[src/rtl/sd_cmd_tx_gen.sv]
// SD host CMD-line transmitter: serialises start/transmission bits, index, argument,
// a generated CRC and the end bit, then holds the line released for a minimum idle gap.
module sd_cmd_tx_gen #(
    parameter int unsigned          IdxWidth = 6,
    parameter int unsigned          ArgWidth = 32,
    parameter int unsigned          CrcWidth = 7,
    parameter logic [CrcWidth-1:0]  CrcPoly  = 7'h09,
    parameter int unsigned          MinGap   = 8
) (
    input  logic                clk_i,
    input  logic                rst_i,
    input  logic                clk_en_i,
    input  logic                req_valid_i,
    output logic                req_ready_o,
    input  logic [IdxWidth-1:0] cmd_idx_i,
    input  logic [ArgWidth-1:0] cmd_arg_i,
    input  logic                abort_i,
    output logic                cmd_o,
    output logic                cmd_en_o,
    output logic                busy_o,
    output logic                done_o,
    output logic                aborted_o
);
    localparam int unsigned H   = 2 + IdxWidth + ArgWidth;
    localparam int unsigned L   = H + CrcWidth + 1;
    localparam int unsigned BcW = $clog2(L + 1);
    localparam int unsigned GcW = (MinGap > 0) ? $clog2(MinGap + 1) : 1;

    localparam logic [BcW-1:0] BcHdr   = BcW'(H);
    localparam logic [BcW-1:0] BcCrc   = BcW'(H + CrcWidth);
    localparam logic [BcW-1:0] BcLen   = BcW'(L);
    localparam logic [GcW-1:0] GapLast = GcW'((MinGap > 0) ? MinGap - 1 : 0);

    typedef enum logic [1:0] {IDLE, SEND, GAP} state_e;

    state_e                state_q, state_d;
    logic [BcW-1:0]        bit_cnt_q, bit_cnt_d;
    logic [GcW-1:0]        gap_q, gap_d;
    logic [H-1:0]          sh_q, sh_d;
    logic [CrcWidth-1:0]   crc_q, crc_d;
    logic                  cmd_q, cmd_d;
    logic                  cmd_en_q, cmd_en_d;
    logic                  done_q, done_d;
    logic                  aborted_q, aborted_d;
    logic                  crc_fb;

    always_ff @(posedge clk_i or posedge rst_i) begin
        if (rst_i) begin
            state_q   <= IDLE;
            bit_cnt_q <= '0;
            gap_q     <= '0;
            sh_q      <= '0;
            crc_q     <= '0;
            cmd_q     <= 1'b1;
            cmd_en_q  <= 1'b0;
            done_q    <= 1'b0;
            aborted_q <= 1'b0;
        end else begin
            state_q   <= state_d;
            bit_cnt_q <= bit_cnt_d;
            gap_q     <= gap_d;
            sh_q      <= sh_d;
            crc_q     <= crc_d;
            cmd_q     <= cmd_d;
            cmd_en_q  <= cmd_en_d;
            done_q    <= done_d;
            aborted_q <= aborted_d;
        end
    end

    always_comb begin
        state_d   = state_q;
        bit_cnt_d = bit_cnt_q;
        gap_d     = gap_q;
        sh_d      = sh_q;
        crc_d     = crc_q;
        cmd_d     = cmd_q;
        cmd_en_d  = cmd_en_q;
        done_d    = 1'b0;
        aborted_d = 1'b0;
        crc_fb    = sh_q[H-1] ^ crc_q[CrcWidth-1];

        unique case (state_q)
            IDLE: begin
                if (req_valid_i) begin
                    sh_d      = {1'b0, 1'b1, cmd_idx_i, cmd_arg_i};
                    crc_d     = '0;
                    bit_cnt_d = '0;
                    state_d   = SEND;
                end
            end
            SEND: begin
                // Abort is honoured on any clock, and wins over a simultaneous tick.
                if (abort_i) begin
                    cmd_d     = 1'b1;
                    cmd_en_d  = 1'b0;
                    aborted_d = 1'b1;
                    gap_d     = '0;
                    state_d   = GAP;
                end else if (clk_en_i) begin
                    if (bit_cnt_q == BcLen) begin
                        cmd_d    = 1'b1;
                        cmd_en_d = 1'b0;
                        done_d   = 1'b1;
                        gap_d    = '0;
                        state_d  = (MinGap == 0) ? IDLE : GAP;
                    end else begin
                        cmd_en_d  = 1'b1;
                        bit_cnt_d = bit_cnt_q + BcW'(1);
                        if (bit_cnt_q < BcHdr) begin
                            cmd_d = sh_q[H-1];
                            sh_d  = {sh_q[H-2:0], 1'b0};
                            crc_d = {crc_q[CrcWidth-2:0], 1'b0} ^ (crc_fb ? CrcPoly : '0);
                        end else if (bit_cnt_q < BcCrc) begin
                            cmd_d = crc_q[CrcWidth-1];
                            crc_d = {crc_q[CrcWidth-2:0], 1'b0};
                        end else begin
                            cmd_d = 1'b1;
                        end
                    end
                end
            end
            GAP: begin
                if (clk_en_i) begin
                    if (gap_q == GapLast) state_d = IDLE;
                    else                  gap_d   = gap_q + GcW'(1);
                end
            end
            default: state_d = IDLE;
        endcase
    end

    assign req_ready_o = (state_q == IDLE);
    assign busy_o      = (state_q != IDLE);
    assign cmd_o       = cmd_q;
    assign cmd_en_o    = cmd_en_q;
    assign done_o      = done_q;
    assign aborted_o   = aborted_q;
endmodule

[config.mk]
export PLATFORM = sky130hd
export DESIGN_NAME = sd_cmd_tx_gen
export DESIGN_NICKNAME = d
export VERILOG_FILES = /design/src/rtl/sd_cmd_tx_gen.sv
export SDC_FILE = /design/constraint.sdc
export NUM_CORES = 1
export LEC_CHECK = 0
export BUFFER_PORTS_ARGS = -buffer_cell sky130_fd_sc_hd__buf_2
export CELL_PAD_IN_SITES_DETAIL_PLACEMENT = 0
export CELL_PAD_IN_SITES_GLOBAL_PLACEMENT = 1
export CORE_UTILIZATION = 30
export DETAILED_ROUTE_END_ITERATION = 10
export PLACE_DENSITY_LB_ADDON = 0.1
export SYNTH_ARGS = -nofsm -noshare
export SYNTH_HDL_FRONTEND = slang
export SYNTH_SLANG_ARGS = --single-unit
[constraint.sdc]
create_clock -name clk_i -period 2.6 [get_ports clk_i]
set_clock_uncertainty 0.15 [all_clocks]
set_input_delay 0.26 -clock clk_i [delete_from_list [all_inputs] [get_ports clk_i]]
set_output_delay 0.26 -clock clk_i [all_outputs]
set_load 0.02 [all_outputs]
==> reports/metrics.csv <==
stage,metric,value,unit
run_status,outcome,"complete, no violations",
grt,largest net degree at the start of global routing,80,
critical_path,R2R Setup Slk,0.46,ns
finish,Antenna Cells,0,
power,Sw Ratio,35.7,%
placed_design,placer congestion estimate,0.720,
floorplan,Core Area,9770,sq um
floorplan,IO Count,49,
finish,Non-Filler Instances,488,
detailed_routing,top routing layer used,met4,
placed_design,DP Wirelength,4.15,mm
clocking,CTS root buf,clkbuf_8,
critical_path,r2r endpoint,sh_q[29],
floorplan,die area,10500,sq um
power,Cell Pwr Density,1090,nW/um^2
critical_path,CP Capture Type,register,
critical_path,R2R depth,6,
power,total chip power,4.00,mW
timing,Max Fclk,449,MHz
placed_design,port buffer count,48,
detailed_routing,final wirelength,6.33,mm
timing,Final Cycle Share,85.7,%
clocking,Worst-path clk slew,0.07,ns
timing,Worst-Margin Slew,0.797,ns
critical_path,cell mode on critical path,buf_4,
critical_path,Worst EP arrival,2.27,ns
power,Clk pwr share,26.4,%
clocking,TritonCTS Buffers,9,
clocking,CTS tree,built,
timing,RSZ-0062 raised after global routing,no,
power,Worst VDD drop,0.391,mV
synth,synthesized flop and latch total,63,
timing,Final min period,2.23,ns
critical_path,Worst Setup EP,sh_q[29],
clocking,number of gates given a new drive strength after cts,0,
grt,total track usage,13.7,%
floorplan,Initial Utilization,30.9,%
clocking,Max Root-Sink Buffers,2,
power,Psw,1.43,mW
timing,endpoints failing setup,0,
critical_path,critical path type,input port to register,
floorplan,height of the die,102,um
critical_path,CP max stage cell,dlygate4sd3_1,
detailed_routing,DR vias,2203,
synth,YS warnings,0,
placed_design,pre-CTS setup slack,0.501,ns
critical_path,critical path peak fanout,79,
power,Reg power frac,39.5,%
grt,first-pass GRT wire length,10.8,mm
detailed_routing,Via-to-Cell Ratio,4.51,
critical_path,CP startpoint,abort_i,
timing,pins over their slew limit,0,
timing,final-report hold violation count,0,
detailed_routing,Antenna Violating Nets Remaining,0,
grt,vias in the first global route,2201,
finish,"commonest non-fill, non-tap cell in the layout",dfrtp_1,
floorplan,Die X,102,um
clocking,H-tree depth,3,
synth,Yosys cell types,42,
floorplan,Site Rows,36,
critical_path,Setup crit start kind,input port,
power,Leak Pwr,1.75,nW
detailed_routing,DRC,0,
detailed_routing,drt wl/cell,13.0,um
synth,Synth Instances,299,
critical_path,CP Data Required Time,2.64,ns
detailed_routing,met3 WL,287,um
synth,Post-synth EDFFs,0,
worst_hold_path,type of the worst min-delay path,input port to register,
detailed_routing,WL met2,2.87,mm
critical_path,slowest cell delay on critical path,0.53,ns
finish,Final nets,396,
critical_path,cells along the critical path,"dlygate4sd3_1, buf_2, nor4bb_1, buf_4, o22ai_4, buf_4, nand2_1, o21ai_0",
power,Comb power frac,34.1,%
grt,global route overflow,0,
power,cell-internal power,2.57,mW
timing,setup ws final,0.372,ns
run,Max-Cap Viols,0,
synth,asr flop ratio synth,100,%
synth,total nets after synthesis,345,
synth,Syn Area/Cell,10.1,sq um
detailed_routing,TritonRoute pass-1 iters,4,
detailed_routing,initial drt markers,64,
synth,Netlist Area Pre-Place,3020,sq um
timing,relative slew slack,46.8,%
finish,"commonest non-fill, non-tap cells in the layout","dfrtp_1, nand2_1, buf_2",
synth,top_reg_cell synth,dfrtp_1,
detailed_routing,met1 WL,3.11,mm
timing,post-route setup TNS,0,ns
finish,layout cells sized above 1,22.8,%
finish,area grow syn2layout,21.8,%
placed_design,placed cell count,469,
grt,initial antenna violation count,0,
clocking,worst skew pair latency,0.34,ns
clocking,Num Clock Sinks,63,
synth,"Seq/Total Area, Yosys",52.3,%
critical_path,Reg2Reg Launch Point,state_q[1],
==> cell usage after synthesis (2+ instances only) <==
cell type	n	area share, %
ha_1	3	1.2
inv_1	9	1.1
o21ai_0	39	6.5
buf_4	3	0.75
o31ai_1	2	0.50
mux2i_1	38	13
nand3_1	10	1.7
a31oi_1	3	0.62
nand2_1	61	7.6
nand4_1	2	0.41
clkbuf_1	2	0.25
nor2_1	7	0.87
a21oi_1	3	0.50
or2_2	2	0.41
o21ai_1	11	1.8
a41oi_1	2	0.58
dfrtp_1	62	51
xor2_1	4	1.2
buf_2	11	1.8
o2111ai_1	2	0.58
buf_6	2	0.75
==> power by group through the flow <==
stage	Clock (mW)	Combinational, mW	Sequential, mW
after CTS	1.10	1.41	1.59
after global placement	0	1.38	1.60
after global routing	1.13	1.58	1.63
after detailed placement	0	1.40	1.60
after floorplan	0	1.10	1.55
final	1.06	1.36	1.58
==> worst min-delay path by stage <==
| stage | endpoint | start | cells past startpoint | slack (ns) |
|---|---|---|---|---|
| 6_report | sh_q[1] | cmd_arg_i[1] | 3 | 0.05 |
| 5_1_grt | sh_q[32] | cmd_idx_i[0] | 3 | 0.05 |
| 4_1_cts | sh_q[8] | cmd_arg_i[8] | 3 | 0.03 |
| 3_5_place_dp | sh_q[16] | rst_i | 3 | 0.22 |
| 3_3_place_gp | sh_q[17] | rst_i | 3 | 0.22 |
| 2_1_floorplan | done_o | abort_i | 1 | 0.18 |
==> flip-flops by register name (all words and copies together), names as in the netlist <==
name       cells
state_q        2
done_o         1
gap_q          4
cmd_o          1
bit_cnt_q      6
aborted_o      1
cmd_en_o       1
crc_q          7
sh_q          40
==> final cells by class <==
cell class | instances | area (sq um)
Fill cell | 1034 | 6100
Sequential cell | 63 | 1580
Multi-Input combinational cell | 209 | 1310
Timing Repair Buffer | 58 | 348
Tap cell | 133 | 166
Clock buffer | 9 | 124
Clock inverter | 7 | 120
Inverter | 9 | 33.8
==> logic make-up (layout without fill, tap and decap cells) <==
| group | Yosys count | in the layout | share of synthesized area (%) |
|---|---|---|---|
| buf+inv | 27 | 83 | 4.69 |
| compound gates | 68 | 68 | 13.3 |
| xor+xnor | 5 | 5 | 1.45 |
| fa+ha+maj | 3 | 3 | 1.24 |
| simple gates | 95 | 95 | 14.4 |
| mux | 38 | 38 | 12.6 |
| flops | 63 | 63 | 52.3 |
==> per-stage QoR <==
step / hold slack, ns / util, % / cell area, sq um
2_1_floorplan: 0.183 / - / 3020
3_3_place_gp: 0.223 / 34.8 / 3400
3_5_place_dp: 0.217 / 34.8 / 3400
4_1_cts: 0.0326 / 37.6 / 3670
5_1_grt: 0.0450 / 37.6 / 3670
6_report: 0.0475 / 37.6 / 3670
==> repair_timing <==
item                                   in CTS  in global routing
buffers inserted                            0                  0
setup endpoints to repair                   0                  0
hold buffers                                3                  0
endpoints found under the hold margin      64                  0
==> critical path: cells and delay by family <==
kind | cells | cell delay [ns]
simple gates | 2 | 0.55
compound gates | 2 | 0.17
buf+inv | 4 | 1.24
==> layer usage <==
layer	up-vias	GRT usage, %
met2	41	20.5
met1	1018	18.2
met3	5	5.34
li1	1139	-
met4	0	3.96
met5	-	0
Power figures use the tool's default switching activity.
